**src/rtl/lrpt_pkg.sv**
```systemverilog
// Shared LRPT coding constants, encoder state type and parity helper.
// Used by the K=7 encoder and the decoder branch-metric tables.
package lrpt_pkg;

    localparam int K   = 7;
    localparam int MEM = 6;

    localparam logic [K-1:0] G0_DEF = 7'b1111001;
    localparam logic [K-1:0] G1_DEF = 7'b1011011;

    typedef enum logic [1:0] {
        IDLE,
        DATA,
        FLUSH
    } enc_state_t;

    function automatic logic conv_parity(
        input logic [K-1:0] w,
        input logic [K-1:0] g
    );
        return ^(w & g);
    endfunction

endpackage

```
**src/rtl/conv_encoder_k7.sv**
```systemverilog
// Streaming rate-1/2 K=7 convolutional encoder with zero-tail termination.
// One-deep output register; sr ordering matches the decoder state numbering.
module conv_encoder_k7
    import lrpt_pkg::*;
#(
    parameter logic [K-1:0] G0        = G0_DEF,
    parameter logic [K-1:0] G1        = G1_DEF,
    parameter bit           INVERT_G1 = 1'b0,
    parameter bit           TAIL_EN   = 1'b1
) (
    input  logic       clk,
    input  logic       sys_rst_n,
    input  logic       bit_in,
    input  logic       valid_in,
    input  logic       last_in,
    output logic       ready_out,
    output logic [1:0] sym_out,
    output logic       valid_out,
    output logic       last_out,
    input  logic       ready_in,
    output logic       busy
);

    localparam logic [2:0] TAIL_LAST = 3'(MEM - 1);

    enc_state_t     state_q, state_d;
    logic [MEM-1:0] sr_q, sr_d;
    logic [2:0]     tail_q, tail_d;
    logic           valid_q, valid_d;
    logic           last_q, last_d;
    logic [1:0]     sym_q, sym_d;

    logic           adv;
    logic           take;
    logic           enc_en;
    logic           enc_bit;
    logic           enc_last;
    logic [K-1:0]   win;
    logic [1:0]     sym_new;

    assign adv       = !valid_q || ready_in;
    assign ready_out = sys_rst_n && adv && (state_q != FLUSH);
    assign take      = valid_in && ready_out;
    assign busy      = (state_q != IDLE);

    assign valid_out = valid_q;
    assign last_out  = last_q;
    assign sym_out   = sym_q;

    always_ff @(posedge clk or negedge sys_rst_n) begin
        if (!sys_rst_n) begin
            state_q <= IDLE;
        end else begin
            state_q <= state_d;
        end
    end

    always_comb begin
        state_d = state_q;
        case (state_q)
            IDLE, DATA: begin
                if (take) begin
                    if (!last_in) begin
                        state_d = DATA;
                    end else if (TAIL_EN) begin
                        state_d = FLUSH;
                    end else begin
                        state_d = IDLE;
                    end
                end
            end
            FLUSH: begin
                if (adv && tail_q == TAIL_LAST) begin
                    state_d = IDLE;
                end
            end
            default: state_d = IDLE;
        endcase
    end

    // Tail bits are produced on every output advance, not on input transfers.
    always_comb begin
        enc_en   = 1'b0;
        enc_bit  = 1'b0;
        enc_last = 1'b0;
        case (state_q)
            IDLE, DATA: begin
                enc_en   = take;
                enc_bit  = bit_in;
                enc_last = last_in && !TAIL_EN;
            end
            FLUSH: begin
                enc_en   = adv;
                enc_bit  = 1'b0;
                enc_last = (tail_q == TAIL_LAST);
            end
            default: begin
                enc_en   = 1'b0;
                enc_bit  = 1'b0;
                enc_last = 1'b0;
            end
        endcase
    end

    assign win     = {enc_bit, sr_q};
    assign sym_new = {conv_parity(win, G0),
                      conv_parity(win, G1) ^ INVERT_G1};

    always_comb begin
        sr_d    = sr_q;
        tail_d  = tail_q;
        valid_d = valid_q;
        last_d  = last_q;
        sym_d   = sym_q;
        if (enc_en) begin
            sr_d = enc_last ? '0 : {enc_bit, sr_q[MEM-1:1]};
        end
        if (state_q == FLUSH && adv) begin
            tail_d = (tail_q == TAIL_LAST) ? 3'd0 : tail_q + 3'd1;
        end
        if (adv) begin
            valid_d = enc_en;
            last_d  = enc_en && enc_last;
            if (enc_en) begin
                sym_d = sym_new;
            end
        end
    end

    always_ff @(posedge clk or negedge sys_rst_n) begin
        if (!sys_rst_n) begin
            sr_q    <= '0;
            tail_q  <= '0;
            valid_q <= 1'b0;
            last_q  <= 1'b0;
            sym_q   <= 2'b00;
        end else begin
            sr_q    <= sr_d;
            tail_q  <= tail_d;
            valid_q <= valid_d;
            last_q  <= last_d;
            sym_q   <= sym_d;
        end
    end

endmodule

```
**config.mk**
```make
export PLATFORM = sky130hd
export DESIGN_NAME = conv_encoder_k7
export DESIGN_NICKNAME = d
export VERILOG_FILES = /design/src/rtl/lrpt_pkg.sv /design/src/rtl/conv_encoder_k7.sv
export SDC_FILE = /design/constraint.sdc
export NUM_CORES = 1
export LEC_CHECK = 0
export ABC_CLOCK_PERIOD_IN_PS = 1900
export CELL_PAD_IN_SITES_DETAIL_PLACEMENT = 0
export CELL_PAD_IN_SITES_GLOBAL_PLACEMENT = 1
export CORE_MARGIN = 4
export CORE_UTILIZATION = 38
export CTS_BUF_LIST = sky130_fd_sc_hd__clkbuf_16
export DETAILED_ROUTE_END_ITERATION = 7
export GPL_TIMING_DRIVEN = 0
export MAX_ROUTING_LAYER = met4
export PLACE_DENSITY = 0.71
export SLEW_MARGIN = 40
export SYNTH_ARGS = -nofsm -noshare
export SYNTH_HDL_FRONTEND = slang
export SYNTH_SLANG_ARGS = --single-unit
```
**constraint.sdc**
```tcl
create_clock -name clk -period 1.9 [get_ports clk]
set_clock_uncertainty 0.1 [all_clocks]
set_input_delay 0.57 -clock clk [delete_from_list [all_inputs] [get_ports clk]]
set_output_delay 0.57 -clock clk [all_outputs]
set_load 0.05 [all_outputs]
```
==> impl_metrics.ini, run 1 <==
[global_routing]
all_layer_gr_usage = 0.126
grt_antenna_before_repair = 0
first_global_vias = 522
grt_start_max_net_pins = 19
global_route_wire_length_before_repair_um = 2390
overflow = 0

[cells_and_area]
utilization = 0.552
final_net_count = 91
finish.instance_area_um2 = 953
area_delta_synth_final_pct = 36.3
antenna_diode_count = 0
post_route_cells_drive_above_1_share = 0.250

[routing]
wl_per_cell_um = 12.8
via_count = 501
post-route-drc-count = 0
routed_wl_um = 1400
drt_first_iter_violations = 9
drtPass1Iterations = 4
drt-vias-per-instance = 4.60
route.antenna.remaining_nets = 0

[placement]
dpl-instance-area_um2 = 843
buffer_ports.inserted = 11
dpl.hpwl_um = 901
gp_congestion = 0.713

[cts]
cts_buffers = 3
clock_tree.buffer_depth = 2
cts.sink_count = 15
clkTransAtPathRegs_ps = 50
clock_tree.root_cell = sky130_fd_sc_hd__clkbuf_16
htree_num_levels = 1
clock_tree_from_tritoncts = built
insertion_delay_ps = 240
cts_hold_buffers = 0

[synth]
yosysUniqueCellTypes = 24
register_bit_total_from_synthesis = 15
synth_nets = 71
ys_warn_count = 0
post_synth_inst_count = 65
mappedNetlistArea_um2 = 699
synth_sequential_area_ratio = 0.537
synth.avg_cell_area_um2 = 10.8

[die]
floorplan.die.width_um = 50.9
initial_utilization = 0.405
num_io_pins = 12
core_area_um2 = 1730
fp.dieArea_um2 = 2590
rows = 15
die_y_um = 50.9

[worst_setup_path]
worstPathRequired_ps = 1230
critical_path.reg2reg.endpoint = sr_q[5]
crit-reg2reg-launch = state_q[1]
timing.critical_path.to_type = output pin
critPathArrivalTime_ps = 1280
reg2reg_depth = 4
crit_path_max_fanout = 5
r2r_setup_slk_ps = 270
critical_path_class = flop to output pin
critPathLaunchType = flop

[run_status]
outcome = complete, but fails checks
violations_in_the_final_reports = setup timing

[timing]
timing.final.setup_violations = 1
post-route-min-period_ps = 1950
period_share = 1.03
layout_setup_ws_ps = -51.1
timing.final.max_slew_violations = 0
rsz_0062_raised_after_global_routing = yes
relSlewSlack = 0.674
clock.fmax_ghz = 0.513
hold_violations = 0
max_slew.worst_pin.slew_ps = 492

[pwr]
power.density_cell_area_nw_per_um2 = 1910
p_leak_uw = 0.000452
p_total_uw = 1820
peakVddDrop_mv = 0.795

[worst_hold_path]
min_path_type = input port to asynchronous set/reset pin

[run]
timing.max_cap.violations = 0
## how the worst max path moves through the flow
stage / startpoint / end / slack, ps
6_report: state_q[1] / ready_out / -50
5_1_grt: state_q[1] / ready_out / -90
4_1_cts: state_q[1] / ready_out / -120
3_5_place_dp: sys_rst_n / ready_out / -1460
3_3_place_gp: sys_rst_n / ready_out / -1460
2_1_floorplan: ready_in / ready_out / 40
## per-layer routing
layer  GRT usage  part of all wire
met5           -                 0
met4      0.0269                 0
met3      0.0437             0.044
met2       0.195              0.45
met1       0.159              0.51
## critical path, cell delays in order, from the launching register on
cell                      delay [ps]
sky130_fd_sc_hd__dfrtp_1         420
sky130_fd_sc_hd__and2b_2         240
sky130_fd_sc_hd__and3b_2         250
sky130_fd_sc_hd__buf_8           140
## flip-flops by register name (all words and copies together), names as in the netlist
name       flops
last_out       1
sr_q           6
state_q        2
sym_out        2
tail_q         3
valid_out      1
## layout make-up
cell class / instances / area (um2)
repair buffers: 15 / 133
plain buffers: 1 / 11.3
fillers: 165 / 773
multi-input cells: 47 / 315
flip-flops and latches: 15 / 377
clock inverters: 1 / 3.75
well taps: 25 / 31.3
clock buffers: 3 / 75.1
inverters: 2 / 7.51
## cells in the final DEF, fill, tap and decap left out, drive strengths merged, types with 2 or more instances in the layout
cell	synthesis	layout
nand2	15	15
dfrtp	15	15
o21ai	9	9
buf	1	7
xnor2	4	4
dlygate4sd2	0	4
clkbuf	0	4
inv	2	3
clkdlybuf4s50	0	3
and3b	2	2
nand4b	2	2
nand2b	2	2
## synthesized netlist by cell type (all sizes together)
cell type | n | area share
and3 | 1 | 0.0090
a21o | 1 | 0.011
a32o | 1 | 0.014
xnor3 | 1 | 0.032
mux2 | 1 | 0.016
or2 | 1 | 0.0090
buf | 1 | 0.016
nor2b | 1 | 0.013
o22ai | 1 | 0.0090
nor2 | 1 | 0.0054
o21ai | 9 | 0.081
and3b | 2 | 0.027
xnor2 | 4 | 0.050
nand3 | 1 | 0.0071
and2b | 1 | 0.013
a211oi | 1 | 0.011
nand2 | 15 | 0.080
inv | 2 | 0.011
nand2b | 2 | 0.018
nor3 | 1 | 0.0071
nand4b | 2 | 0.025
dfrtp | 15 | 0.54
## logic make-up after synthesis
family,count (synthesis),synth area share
AND/OR/NAND/NOR,28,0.213
multiplexers,1,0.0161
XOR/XNOR,5,0.0823
AO/OA/AOI/OAI,13,0.125
buffers and inverters,3,0.0268
flip-flops,15,0.537
## power by group
group | total [uW] | internal (uW) | switching (uW)
combinational | 854 | 392 | 462
clock | 394 | 278 | 116
sequential | 576 | 461 | 115
## stage by stage
step	std cells	hold WS [ps]	setup slack, ps	setup TNS [ps]
after floorplan	65	174	39.3	0
after global placement	101	363	-1460	-9720
after detailed placement	101	371	-1460	-9840
after CTS	106	157	-121	-121
after global routing	109	128	-90.7	-90.7
final	109	114	-51.1	-51.1
## repair_timing
action                     CTS  global route
buffers inserted             1             3
pin swaps                    0             1
gates resized for setup     25             3
setup endpoints to repair   18             2
No activity file was read; power rests on OpenSTA's default activity.
==> inputs of run 2 (changes only) <==
- ABC_AREA: unset -> 1
- ABC_CLOCK_PERIOD_IN_PS: 1900 -> 2260
- CORE_MARGIN: 4 -> unset
- CORE_UTILIZATION: 38 -> 40
- PLACE_DENSITY: 0.71 -> 0.77
- clock period: 1.9 -> 2.26 ns (I/O delays scaled with it)
==> impl_metrics.ini, run 2 <==
[worst_setup_path]
critical_path_class = flop to output pin
setup.worst_path.start = sym_out[0]
critical_path.cell_chain = clkdlybuf4s50_1
r2r_setup_slk_ps = 840
crit_path_max_fanout = 2
setup.worst_path.end = sym_out[0]
critical_path_cell_count = 1
critPathLaunchType = flop
worstPathRequired_ps = 1480
critPathArrivalTime_ps = 1390
crit-reg2reg-launch = state_q[0]
critical_path.reg2reg.endpoint = sr_q[2]
slowest_delay_ps = 800
timing.critical_path.to_type = output pin
cpLargestDelayFamily = buffers and inverters
reg2reg_depth = 6
crit_buf_inv = 1
crit_path_top_delay_cell = sky130_fd_sc_hd__clkdlybuf4s50_1

[die]
initial_utilization = 0.431
die_y_um = 48.4
rows = 16
core_area_um2 = 2000
num_io_pins = 12
floorplan.die.width_um = 48.4
fp.dieArea_um2 = 2340

[cts]
cts_buffers = 3
cts_hold_buffers = 0
htree_num_levels = 1
clock_tree.root_cell = sky130_fd_sc_hd__clkbuf_16
cts.sink_count = 15
insertion_delay_ps = 240
clock_tree_from_tritoncts = built
clock_tree.buffer_depth = 2
clkTransAtPathRegs_ps = 50

[synth]
synth_nets = 120
register_bit_total_from_synthesis = 15
netlist.top_cell.by_area = sky130_fd_sc_hd__dfrtp_1
ys_warn_count = 0
synth.top_cell.area_share = 0.435
largest_family_of_logic_cells_by_synthesized_area = simple AND/OR/NAND/NOR gates
ys.flop_type = sky130_fd_sc_hd__dfrtp_1
ys_top_cells_by_count = sky130_fd_sc_hd__nand2_1, sky130_fd_sc_hd__nand3_1, sky130_fd_sc_hd__inv_1
synth-edff-count = 0
synth_sequential_area_ratio = 0.435
synth_compound_area_frac = 0.0537
yosysUniqueCellTypes = 17
netlist_top_cells_area = sky130_fd_sc_hd__dfrtp_1, sky130_fd_sc_hd__nand2_1, sky130_fd_sc_hd__nand3_1, sky130_fd_sc_hd__inv_1, sky130_fd_sc_hd__nor2_8
async_flop_share = 1.00
synth.avg_cell_area_um2 = 7.56
post_synth_xor_area_fraction = 0
synth_mux_area_frac = 0
post_synth_and_or_nand_nor_area_fraction = 0.424
yosysMostFrequentCell = sky130_fd_sc_hd__nand2_1
mappedNetlistArea_um2 = 862
post_synth_inst_count = 114
post_synth_adder_cell_area = 0

[routing]
drt-vias-per-instance = 4.75
via_count = 751
wl_per_cell_um = 11.1
drtPass1Iterations = 4
drt_first_iter_violations = 9
routed_wl_um = 1750
post-route-drc-count = 0
route.antenna.remaining_nets = 0

[pwr]
power.density_cell_area_nw_per_um2 = 1460
swShare = 0.454
peakVddDrop_mv = 0.919
p_leak_uw = 0.000617
p_seq_frac = 0.288
power_dissipated_by_switching_net_loads_uw = 750
share_clk_of_total_power = 0.204
share_comb_of_total_power = 0.508
p_int_uw = 901

[cells_and_area]
filler_cell_count = 197
antenna_diode_count = 0
top_register = sr_q
final_common_cell = sky130_fd_sc_hd__nand2_1
layout_common_cells = sky130_fd_sc_hd__nand2_1, sky130_fd_sc_hd__nand3_1, sky130_fd_sc_hd__inv_1, sky130_fd_sc_hd__dfrtp_1, sky130_fd_sc_hd__nor2_1
largestRegisters = sr_q: 6 flops, tail_q: 3 flops
utilization = 0.563
final_net_count = 138
multi_input_area_um2 = 430
regArea_um2 = 375
flip_flop_count_of_the_largest_register_all_copies_and_words_added = 6
post_route_cells_drive_above_1_share = 0.153
area_delta_synth_final_pct = 30.8

[global_routing]
all_layer_gr_usage = 0.180
grt_antenna_before_repair = 0
global_route_wire_length_before_repair_um = 3100
first_global_vias = 720
grt_start_max_net_pins = 17
overflow = 0

[placement]
worst_case_setup_slack_after_placement_ps = -1460
gp_congestion = 0.784
buffer_ports.inserted = 11
dpl.hpwl_um = 1290

[timing]
timing.final.setup_violations = 0
hold_violations = 0
post-route-min-period_ps = 2160
timing.final.max_slew_violations = 0
period_share = 0.958
relSlewSlack = 0.659
layout_setup_ws_ps = 95.7
max_slew.worst_pin.slew_ps = 510
rsz_0062_raised_after_global_routing = no
clock.fmax_ghz = 0.462

[run_status]
outcome = finished clean

[run]
timing.max_cap.violations = 0

[worst_hold_path]
min_path_type = input port to asynchronous set/reset pin
[run 2: power groups by stage]
stage               sequential, uW  combinational (uW)  clock (uW)
CTS                            478                 843         343
global placement               470                 822           0
floorplan                      552                 542           0
detailed placement             476                 832           0
global route                   493                 936         358
finish                         476                 838         337
[run 2: what timing repair did]
| action | CTS | global route |
|---|---|---|
| buffers inserted | 1 | 1 |
| gates resized for setup | 18 | 4 |
| pin swaps | 1 | 1 |
| endpoints found under the setup margin | 14 | 2 |
[run 2: worst min path at each step]
stage              start  cells after the start         to  slack [ps]
2_1_floorplan  sys_rst_n                      0   last_out         280
3_3_place_gp    last_out                      2   last_out         370
3_5_place_dp    last_out                      2   last_out         370
4_1_cts        sys_rst_n                      1  tail_q[1]         190
5_1_grt        sys_rst_n                      1   last_out         160
6_report       sys_rst_n                      1   last_out         150
[run 2: metrics by stage]
step           instances  hold slack, ps  instance area, um2  setup TNS (ps)  power, uW
6_report             158             148                1130               0       1650
3_3_place_gp         152             365                1020           -6210       1290
4_1_cts              157             191                1110            -109       1660
3_5_place_dp         152             374                1020           -6640       1310
2_1_floorplan        114             282                 873               0       1090
5_1_grt              158             158                1130               0       1790
[run 2: cell families after synthesis]
logic type / count (synthesis)
AOI/OAI and AO/OA: 8
buffers and inverters: 18
DFF: 15
and+or+nand+nor: 73
[run 2: final cells by class]
type	instances	area share
plain buffers	1	0.00999
clock buffers	3	0.0666
clock inverters	1	0.00333
inverters	17	0.0588
multi-input cells	81	0.382
flip-flops and latches	15	0.333
well taps	27	0.0300
repair buffers	13	0.117
[run 2: worst register-to-register path: stages, from the launching register on]
cell and delay (ps):
sky130_fd_sc_hd__dfrtp_1 450, sky130_fd_sc_hd__inv_1 100, sky130_fd_sc_hd__nand2_1 80, sky130_fd_sc_hd__nor2_1 370, sky130_fd_sc_hd__nor2_1 80, sky130_fd_sc_hd__nand2_1 80
sky130_fd_sc_hd__nand2_1 50
[run 2: routing by layer]
| layer | routed length [um] | share of wire | up-vias | GRT usage |
|---|---|---|---|---|
| met4 | 25 | 0.014 | 0 | 0.0588 |
| met2 | 823 | 0.47 | 10 | 0.293 |
| met5 | 0 | 0 | - | - |
| met1 | 857 | 0.49 | 342 | 0.219 |
| met3 | 44 | 0.025 | 4 | 0.0472 |
| li1 | - | - | 395 | - |
